===== config.mk =====
export PLATFORM = sky130hd
export DESIGN_NAME = dpsram_fifo_ctrl
export DESIGN_NICKNAME = d
export VERILOG_FILES = /design/src/rtl/dpsram_fifo_ctrl.sv
export SDC_FILE = /design/constraint.sdc
export NUM_CORES = 1
export LEC_CHECK = 0
export BUFFER_PORTS_ARGS = -buffer_cell sky130_fd_sc_hd__buf_2
export CAP_MARGIN = 20
export CORE_ASPECT_RATIO = 0.9
export CORE_MARGIN = 8
export CORE_UTILIZATION = 44
export CTS_BUF_LIST = sky130_fd_sc_hd__clkbuf_4 sky130_fd_sc_hd__clkbuf_8
export CTS_CLUSTER_SIZE = 40
export DETAILED_ROUTE_END_ITERATION = 10
export GPL_ROUTABILITY_DRIVEN = 0
export PLACE_DENSITY = 0.83
export SLEW_MARGIN = 5
export SYNTH_ARGS = -nofsm -noshare
export SYNTH_HDL_FRONTEND = slang
export SYNTH_SLANG_ARGS = --single-unit
export TNS_END_PERCENT = 10

===== constraint.sdc =====
create_clock -name clk -period 3.4 [get_ports clk]
set_clock_uncertainty 0.1 [all_clocks]
set_input_delay 0.34 -clock clk [delete_from_list [all_inputs] [get_ports clk]]
set_output_delay 0.34 -clock clk [all_outputs]
set_load 0.005 [all_outputs]

===== src/rtl/dpsram_fifo_ctrl.sv =====
// Streaming FIFO controller for a 256x4 dual-port SRAM macro: port A writes, port B reads into a 2-entry output buffer.
// Latency: a word accepted at edge t is read at t+1, captured at t+2, and shows out_valid after t+2; 1 word/cycle sustained.
// Backpressure: in_ready drops when the SRAM holds W words; reads stall while the buffer plus the in-flight read would exceed 2.
module dpsram_fifo_ctrl #(
    parameter int N = 4,
    parameter int M = 8,
    parameter int W = 256
) (
    input  logic         clk,
    input  logic         rst,
    input  logic         in_valid,
    output logic         in_ready,
    input  logic [N-1:0] in_data,
    output logic         out_valid,
    input  logic         out_ready,
    output logic [N-1:0] out_data,
    output logic [M:0]   level,
    output logic [M-1:0] AA,
    output logic [N-1:0] DA,
    output logic [N-1:0] BWEBA,
    output logic         WEBA,
    output logic         CEBA,
    output logic [M-1:0] AB,
    output logic [N-1:0] DB,
    output logic [N-1:0] BWEBB,
    output logic         WEBB,
    output logic         CEBB,
    input  logic [N-1:0] QB
);

    localparam logic [M:0] DEPTH = (M+1)'(W);

    logic [M-1:0] wr_ptr, rd_ptr;
    logic [M:0]   sram_cnt;
    logic         rd_pend;
    logic [1:0]   ob_cnt;
    logic [N-1:0] ob0, ob1;
    logic         wr_en, pop, rd_issue;
    logic [2:0]   occ;

    assign in_ready  = ~rst & (sram_cnt != DEPTH);
    assign wr_en     = in_valid & in_ready;
    assign out_valid = (ob_cnt != 2'd0);
    assign out_data  = ob0;
    assign pop       = out_valid & out_ready;

    // Buffer slots already spoken for; a pop this cycle frees one for a new read.
    assign occ      = {1'b0, ob_cnt} + {2'b00, rd_pend};
    assign rd_issue = (sram_cnt != '0) && (occ < (3'd2 + {2'b00, pop}));

    assign level = sram_cnt + (M+1)'(rd_pend) + (M+1)'(ob_cnt);

    assign AA    = wr_ptr;
    assign DA    = in_data;
    assign BWEBA = '0;
    assign WEBA  = ~wr_en;
    assign CEBA  = ~wr_en;
    assign AB    = rd_ptr;
    assign DB    = '0;
    assign BWEBB = '1;
    assign WEBB  = 1'b1;
    assign CEBB  = ~rd_issue;

    always_ff @(posedge clk or posedge rst) begin
        if (rst) begin
            wr_ptr   <= '0;
            rd_ptr   <= '0;
            sram_cnt <= '0;
            rd_pend  <= 1'b0;
            ob_cnt   <= 2'd0;
            ob0      <= '0;
            ob1      <= '0;
        end else begin
            if (wr_en)
                wr_ptr <= wr_ptr + M'(1);
            if (rd_issue)
                rd_ptr <= rd_ptr + M'(1);
            case ({wr_en, rd_issue})
                2'b10:   sram_cnt <= sram_cnt + (M+1)'(1);
                2'b01:   sram_cnt <= sram_cnt - (M+1)'(1);
                default: sram_cnt <= sram_cnt;
            endcase
            rd_pend <= rd_issue;

            // QB lands behind whatever survives this cycle's pop, keeping order.
            if (rd_pend && pop) begin
                if (ob_cnt == 2'd2) begin
                    ob0 <= ob1;
                    ob1 <= QB;
                end else begin
                    ob0 <= QB;
                end
            end else if (pop) begin
                ob0    <= ob1;
                ob_cnt <= ob_cnt - 2'd1;
            end else if (rd_pend) begin
                if (ob_cnt == 2'd0)
                    ob0 <= QB;
                else
                    ob1 <= QB;
                ob_cnt <= ob_cnt + 2'd1;
            end
        end
    end

endmodule

==> results.sh, run 1 <==
export IMPL_slew_viol_final=0
export IMPL_grt_pass1_wl_microns=8128
export IMPL_cts_tree="built"
export IMPL_layout_drive_gt1_share_pct=26.09
export IMPL_syn_area_per_cell_sq_um=10.08
export IMPL_num_vias=1727
export IMPL_arrival_ns=3.22
export IMPL_rsz0062_at_grt="no"
export IMPL_cp_max_fo=9
export IMPL_cts_made_buffers=5
export IMPL_die_w_microns=92.35
export IMPL_ios=63
export IMPL_antenna_found_initial=0
export IMPL_cellPowerDensity_nw_per_um2=1281
export IMPL_synth_warnings=0
export IMPL_grt_overflow=0
export IMPL_synth_edf_count=0
export IMPL_grt_use_total_pct=12.43
export IMPL_postRouteAntennaNets=0
export IMPL_first_pass_iters=4
export IMPL_clk_path_buf_depth=2
export IMPL_setup_viol=0
export IMPL_leakage_uw=0.001277
export IMPL_area_delta_synth_final_pct=17.83
export IMPL_relSlewSlack_pct=60.15
export IMPL_row_count=25
export IMPL_ys_ff_latch=36
export IMPL_tightest_slew_ns=0.5966
export IMPL_startpoint_type="register"
export IMPL_n_antenna_cell=0
export IMPL_ys_seq_area_share_pct=39.02
export IMPL_hold_class="primary input to register"
export IMPL_cts_setup_buffers=0
export IMPL_yosysTopAreaCell="dfrtp_1"
export IMPL_clkTransAtPathRegs_ns=0.08
export IMPL_clock_latency_ns=0.29
export IMPL_totalWireLength_microns=4722
export IMPL_min_period_over_period_pct=92.52
export IMPL_syn_area_sq_um=2308
export IMPL_dpl_cell_area_sq_um=2566
export IMPL_fp_coreArea_sq_um=5161
export IMPL_place_hpwl_microns=3716
export IMPL_fmaxAchievable_ghz=0.3179
export IMPL_synth_cell_types=39
export IMPL_finalHoldViolCount=0
export IMPL_initial_utilization_pct=44.73
export IMPL_cts_root_buf="clkbuf_8"
export IMPL_synth_top_area_share_pct=39.02
export IMPL_synthTopCellsByArea="dfrtp_1 39%, ha_1 8.1%, xnor2_1 7.6%"
export IMPL_path_buf_inv=0
export IMPL_syn_inst=229
export IMPL_async_flop_share_pct=100.0
export IMPL_die_y_microns=84.72
export IMPL_end_kind="register"
export IMPL_drc=0
export IMPL_layout_nets=305
export IMPL_clock_sinks=36
export IMPL_crit_slowest_cell="dfrtp_1"
export IMPL_wl_per_cell_microns=13.77
export IMPL_initialDrtViolationCount=65
export IMPL_crit_path_frequent_cell="ha_1"
export IMPL_final_area_sq_um=2720
export IMPL_crit_required_ns=3.48
export IMPL_routed_via_density=5.035
export IMPL_ir_drop_uv=571.9
export IMPL_power_uw=3484
export IMPL_grt_max_degree=22
export IMPL_die_area_sq_um=7823
export IMPL_max_stage_delay_ns=0.43
export IMPL_crit_family="compound AO/OA/AOI/OAI gates"
export IMPL_crit_type="register to register"
export IMPL_drv_cap=0
export IMPL_crit_chain="ha_1 > ha_1 > o21a_1 > a311oi_4 > ha_4 > ha_1 > a211oi_2 > o21ai_0 > a211o_1 > a21oi_1 > o32ai_1"
export IMPL_tns_ns=0
export IMPL_htreeDepth=2
export IMPL_period_minus_slack_ns=3.146
export IMPL_grt_pass1_vias=1770
export IMPL_ys_flop_type="dfrtp_1"
export IMPL_outcome="completed"
export IMPL_io_buffer_count=41
==> per-stage QoR <==
stage          setup slack (ns)  utilization [%]  std cells  hold WS [ns]
6_report                 0.2542            52.70        343        0.1960
5_1_grt                 0.08951            52.70        343        0.1845
4_1_cts                 0.09489            52.07        343        0.1900
3_5_place_dp            0.09774            49.72        334        0.2967
3_3_place_gp             0.2183            49.19        333        0.3545
2_1_floorplan           0.05898                -        240        0.3682
==> sequential cells by signal (all words and copies together), names as in the netlist <==
register	cells
AA	8
AB	8
ob1	4
ob_cnt	2
out_data	4
rd_pend	1
sram_cnt	9
==> final timing paths <==
check	from	to	slack, ns	depth (start not counted)
setup reg to reg	rd_pend	sram_cnt[8]	0.25	11
setup / recovery	rd_pend	sram_cnt[8]	0.25	11
max in group asynchronous	rst	AB[0]	2.17	4
hold reg to reg	AA[7]	AA[7]	0.37	1
min in group asynchronous	rst	sram_cnt[6]	0.53	3
hold / removal	QB[1]	ob1[1]	0.20	2
==> cells in the final DEF, fill, tap and decap left out, types with 2 or more instances in the layout <==
cell	count
a211oi_2	2
a21oi_1	8
a31oi_1	3
and3_1	4
buf_2	41
buf_4	6
clkbuf_8	5
conb_1	13
dfrtp_1	36
fa_1	3
ha_1	14
inv_1	15
mux2_2	7
mux2i_1	4
nand2_1	17
nand3_1	4
nand4_1	9
nor2_1	10
nor3_1	5
nor4_4	2
o211ai_1	2
o21ai_0	16
xnor2_1	20
xor2_1	9
==> final cells by class <==
class / count / area [sq um]
clock buffers: 5 / 68.82
clock inverters: 3 / 42.54
fillers: 478 / 2441
inverters: 15 / 56.30
multi-input cells: 168 / 1280
flip-flops and latches: 36 / 900.9
well taps: 67 / 83.83
repair buffers: 49 / 287.8
==> report_power, final <==
group	internal, uW	switching [uW]	total [uW]
registers	647	251	897
clock network	217	159	376
logic	1050	1160	2210
total	1910	1570	3480
==> synthesized netlist by cell type, types with 2 or more instances <==
cell type,count
ha_1,15
conb_1,2
o211ai_1,2
xnor2_1,20
clkbuf_1,2
nand2_1,17
fa_1,3
nor3_1,5
inv_1,15
a21oi_1,8
xor2_1,9
dfrtp_1,36
nand4_1,9
nor4_2,2
o21ai_0,16
nand3_1,4
mux2i_1,4
mux2_2,7
a211oi_1,2
and3_1,4
a31oi_1,3
nor2_1,10
buf_4,18
==> metal layers <==
layer	up-vias	part of all wire (%)	routed length (microns)	global-route usage, %
li1	861	-	-	-
met1	824	43	2054	13.50
met2	34	50	2367	22.53
met3	8	4.9	232	3.654
met4	0	1.4	68	3.801
met5	-	0	0	0
==> timing repair <==
item | CTS | global route
resized for setup | 0 | 4
endpoints found under the setup margin | 0 | 1
hold endpoints to repair | 7 | 0
hold buffers | 1 | 0
==> kinds of logic (layout without fill, tap and decap cells) <==
logic type	after synthesis	after routing	share of synthesized area, %
other	2	13	0.3253
muxes	11	11	5.149
adders and majority gates	18	18	10.73
DFF	36	36	39.02
xor gates and xnor gates	29	29	11.00
AOI/OAI and AO/OA	42	42	12.57
buffers and inverters	36	72	8.834
and+or+nand+nor	55	55	12.36
(Power assumes the default switching activity.)
==> inputs of run 2 (changes only) <==
CORE_UTILIZATION = 35   (was 44)
CTS_CLUSTER_DIAMETER = 60   (was default)
PLACE_DENSITY = 0.7   (was 0.83)
==> results.sh, run 2 (synthesized netlist as in run 1, its figures left out) <==
export IMPL_outcome="completed"
export IMPL_gr_usage_met1_pct=11.83
export IMPL_placed_cells=356
export IMPL_arrival_ns=3.20
export IMPL_cp_startpoint="rd_pend"
export IMPL_layout_common_cells="41 x buf_2, 36 x dfrtp_1, 20 x xnor2_1"
export IMPL_fin_hold_ws_ns=0.08667
export IMPL_totalWireLength_microns=4761
export IMPL_cts_root_buf="clkbuf_8"
export IMPL_leakage_uw=0.001256
export IMPL_htreeDepth=2
export IMPL_top_usage_layer="met2"
export IMPL_setup_viol=0
export IMPL_grt_use_total_pct=10.63
export IMPL_clock_latency_ns=0.29
export IMPL_grt_max_degree=20
export IMPL_tightest_slew_ns=0.7221
export IMPL_period_minus_slack_ns=3.117
export IMPL_seqCellArea_sq_um=900.9
export IMPL_grt_overflow=0
export IMPL_crit_type="register to register"
export IMPL_grt_pass1_wl_microns=8010
export IMPL_rsz0062_at_grt="no"
export IMPL_finalHoldViolCount=0
export IMPL_dpl_cell_area_sq_um=2567
export IMPL_area_delta_synth_final_pct=16.80
export IMPL_crit_required_ns=3.48
export IMPL_initialDrtViolationCount=72
export IMPL_n_antenna_cell=0
export IMPL_holdBufCountCts=0
export IMPL_first_pass_iters=4
export IMPL_fp_coreArea_sq_um=6481
export IMPL_relSlewSlack_pct=51.81
export IMPL_ir_drop_uv=507.3
export IMPL_cts_setup_buffers=0
export IMPL_die_y_microns=93.05
export IMPL_wl_per_cell_microns=13.12
export IMPL_cellPowerDensity_nw_per_um2=1285
export IMPL_cts_tree="built"
export IMPL_largest_register="sram_cnt"
export IMPL_ios=63
export IMPL_drc=0
export IMPL_layout_nets=303
export IMPL_die_area_sq_um=9454
export IMPL_postRouteAntennaNets=0
export IMPL_grt_pass1_vias=1695
export IMPL_r2r_start="rd_pend"
export IMPL_end_kind="register"
export IMPL_grt_use_met3_pct=3.192
export IMPL_cp_max_fo=9
export IMPL_place_hpwl_microns=3804
export IMPL_multiInputGateArea_sq_um=1280
export IMPL_final_common_cell="buf_2"
export IMPL_largest_register_ffs=9
export IMPL_hold_class="primary input to asynchronous set/reset pin"
export IMPL_finalNonFillerCells=363
export IMPL_cts_made_buffers=5
export IMPL_clk_path_buf_depth=2
export IMPL_fin_ws_ns=0.2826
export IMPL_final_area_sq_um=2696
export IMPL_routed_via_density=4.675
export IMPL_clkTransAtPathRegs_ns=0.07
export IMPL_initial_utilization_pct=35.62
export IMPL_layout_drive_gt1_share_pct=25.64
export IMPL_tns_ns=0
export IMPL_slew_viol_final=0
export IMPL_antenna_found_initial=0
export IMPL_fillers=637
export IMPL_fmaxAchievable_ghz=0.3208
export IMPL_io_buffer_count=41
export IMPL_clock_sinks=36
export IMPL_min_period_over_period_pct=91.69
export IMPL_row_count=28
export IMPL_pre_cts_ws_ns=0.1467
export IMPL_num_vias=1697
export IMPL_die_w_microns=101.6
export IMPL_postCtsResizedCells=0
export IMPL_use_met2_pct=17.96
export IMPL_startpoint_type="register"
export IMPL_drv_cap=0
## run 2: changes by cell type in the layout (fill, tap and decap cells not counted), sizes merged
cell         change
clkinv           -1
clkinvlp         -1
dlygate4sd3      -1
buf              -1
bufinv           -1
clkbuf           +2
## run 2: through the flow
| stage | power, uW | util [%] |
|---|---|---|
| 6_report | 3464 | 41.60 |
| 5_1_grt | 3818 | 41.60 |
| 4_1_cts | 3437 | 41.10 |
| 3_5_place_dp | 3100 | 39.61 |
| 3_3_place_gp | 3021 | 39.61 |
| 2_1_floorplan | 2430 | - |
## run 2: final cells by class
cell class / instances / area share [%]
clock buffers: 7 / 3.573
well taps: 90 / 4.176
inverters: 15 / 2.088
flip-flops and latches: 36 / 33.41
multi-input cells: 168 / 47.47
repair buffers: 47 / 9.281
## run 2: layer usage
metal / wire, microns / vias up / share of wire, %
met2: 2402 / 36 / 50
met3: 280 / 9 / 5.9
met1: 1968 / 799 / 41
met4: 110 / 0 / 2.3
met5: 0 / - / 0
li1: - / 853 / -
## run 2: final timing paths
check	end	slack, ns	cells past startpoint
min reg2reg	AA[7]	0.37	1
max reg2reg	sram_cnt[8]	0.28	11
max	sram_cnt[8]	0.28	11
min	sram_cnt[5]	0.09	2
min in group clk	ob1[2]	0.20	2
max in group asynchronous	out_data[0]	2.38	3
## run 2: worst max-delay path, cell delays in order, from the launching register on
cell	delay [ns]
dfrtp_1	0.43
ha_1	0.22
ha_1	0.26
o21a_1	0.13
a311oi_4	0.27
ha_4	0.25
ha_1	0.31
o21ai_0	0.28
o21ai_0	0.19
a31oi_1	0.25
xnor2_1	0.09
o32ai_1	0.22
## run 2: report_power, final
group | internal [uW] | switching [uW] | leakage [uW]
clock network | 180 | 145 | 0.0000503
registers | 647 | 254 | 0.000441
logic | 1060 | 1180 | 0.000765
total | 1890 | 1570 | 0.00126
==> inputs of run 3 (changes only) <==
HOLD_SLACK_MARGIN = 0.15   (was default)
==> results.sh, run 3 (synthesized netlist as in run 1, its figures left out) <==
export IMPL_crit_chain="ha_1 > ha_1 > o21a_1 > a311oi_4 > ha_4 > ha_1 > o21ai_0 > o21ai_0 > a31oi_1 > xnor2_1 > o32ai_1"
export IMPL_r2r_start="rd_pend"
export IMPL_drc=0
export IMPL_row_count=28
export IMPL_end_kind="register"
export IMPL_relSlewSlack_pct=51.78
export IMPL_leakage_uw=0.001261
export IMPL_ios=63
export IMPL_crit_type="register to register"
export IMPL_routed_via_density=4.670
export IMPL_die_w_microns=101.6
export IMPL_place_hpwl_microns=3804
export IMPL_die_area_sq_um=9454
export IMPL_grt_pass1_wl_microns=8045
export IMPL_cellPowerDensity_nw_per_um2=1280
export IMPL_cts_made_buffers=5
export IMPL_max_stage_delay_ns=0.43
export IMPL_pre_cts_ws_ns=0.1467
export IMPL_clock_sinks=36
export IMPL_io_buffer_count=41
export IMPL_multiInputGateArea_sq_um=1280
export IMPL_tightest_slew_ns=0.7225
export IMPL_finalHoldViolCount=0
export IMPL_fin_ws_ns=0.2812
export IMPL_layout_common_cells="41 x buf_2, 36 x dfrtp_1, 20 x xnor2_1"
export IMPL_first_pass_iters=4
export IMPL_clkTransAtPathRegs_ns=0.07
export IMPL_r2r_end="sram_cnt[8]"
export IMPL_clk_path_buf_depth=2
export IMPL_crit_end="sram_cnt[8]"
export IMPL_hold_class="primary input to register"
export IMPL_startpoint_type="register"
export IMPL_layout_nets=304
export IMPL_reg2reg_depth=11
export IMPL_grt_overflow=0
export IMPL_crit_path_frequent_cell="ha_1"
export IMPL_htreeDepth=2
export IMPL_tns_ns=0
export IMPL_seqCellArea_sq_um=900.9
export IMPL_antenna_found_initial=0
export IMPL_postRouteAntennaNets=0
export IMPL_grt_use_total_pct=10.68
export IMPL_clock_latency_ns=0.29
export IMPL_final_common_cell="buf_2"
export IMPL_layout_drive_gt1_share_pct=25.55
export IMPL_die_y_microns=93.05
export IMPL_drv_cap=0
export IMPL_cp_max_fo=9
export IMPL_area_delta_synth_final_pct=17.24
export IMPL_fmaxAchievable_ghz=0.3206
export IMPL_setup_viol=0
export IMPL_wl_per_cell_microns=13.13
export IMPL_arrival_ns=3.20
export IMPL_fillers=635
export IMPL_initial_utilization_pct=35.62
export IMPL_period_minus_slack_ns=3.119
export IMPL_rsz0062_at_grt="no"
export IMPL_totalWireLength_microns=4781
export IMPL_ir_drop_uv=507.2
export IMPL_cts_root_buf="clkbuf_8"
export IMPL_n_antenna_cell=0
export IMPL_largest_register="sram_cnt"
export IMPL_fp_coreArea_sq_um=6481
export IMPL_num_vias=1700
export IMPL_grt_max_degree=20
export IMPL_slew_viol_final=0
export IMPL_crit_slowest_cell="dfrtp_1"
export IMPL_largest_register_ffs=9
export IMPL_grt_pass1_vias=1701
export IMPL_min_period_over_period_pct=91.73
export IMPL_outcome="completed"
export IMPL_cts_tree="built"
export IMPL_crit_required_ns=3.48
export IMPL_cp_startpoint="rd_pend"
export IMPL_r2r_slack_ns=0.28
export IMPL_initialDrtViolationCount=61
-- run 3: worst min path at each step --
stage | to | slack (ns) | cells after the start | from
floorplan | AA[7] | 0.37 | 1 | AA[7]
global placement | AA[7] | 0.36 | 1 | AA[7]
detailed placement | AA[7] | 0.36 | 1 | AA[7]
CTS | ob1[2] | 0.19 | 2 | QB[2]
global route | ob1[0] | 0.19 | 2 | QB[0]
finish | ob1[2] | 0.20 | 2 | QB[2]
-- run 3: worst max-delay path: cells and delay by family, from the launching register on --
kind            cells  cell delay [ns]
xor+xnor            1             0.09
compound gates      6             1.35
flops               1             0.43
fa+ha+maj           4             1.04
-- run 3: final cells by class --
type                    count  area share, %
inverters                  15          2.080
flip-flops and latches     36          33.29
multi-input cells         168          47.30
clock buffers               7          3.560
repair buffers             48          9.616
well taps                  90          4.161
-- run 3: timing repair --
| item | 4_1_cts | 5_1_grt |
|---|---|---|
| hold buffers | 1 | 0 |
| resized for setup | 0 | 4 |
| buffers inserted | 0 | 0 |
| endpoints found under the setup margin | 0 | 2 |
| endpoints found under the hold margin | 17 | 0 |
-- run 3: routing by layer --
layer  GRT usage (%)  up-vias  share of wire (%)
met3           3.192        9                5.9
met2           18.07       36                 51
met1           11.88      801                 41
met5               0        -                  0
li1                -      854                  -
met4           5.452        0                2.3
-- run 3: per-stage QoR --
stage	power [uW]	instances	util (%)	hold WS [ns]	instance area, sq um
finish	3465	364	41.76	0.2032	2706
global placement	3021	356	39.61	0.3558	2567
global route	3820	364	41.76	0.1913	2706
CTS	3438	364	41.25	0.1927	2674
detailed placement	3100	356	39.61	0.3598	2567
floorplan	2430	240	-	0.3682	2352
-- run 3: power breakdown --
part	internal [uW]	switching (uW)	total, uW
Combinational	1060	1180	2240
Clock	180	145	325
Sequential	647	254	901
Total	1890	1580	3470
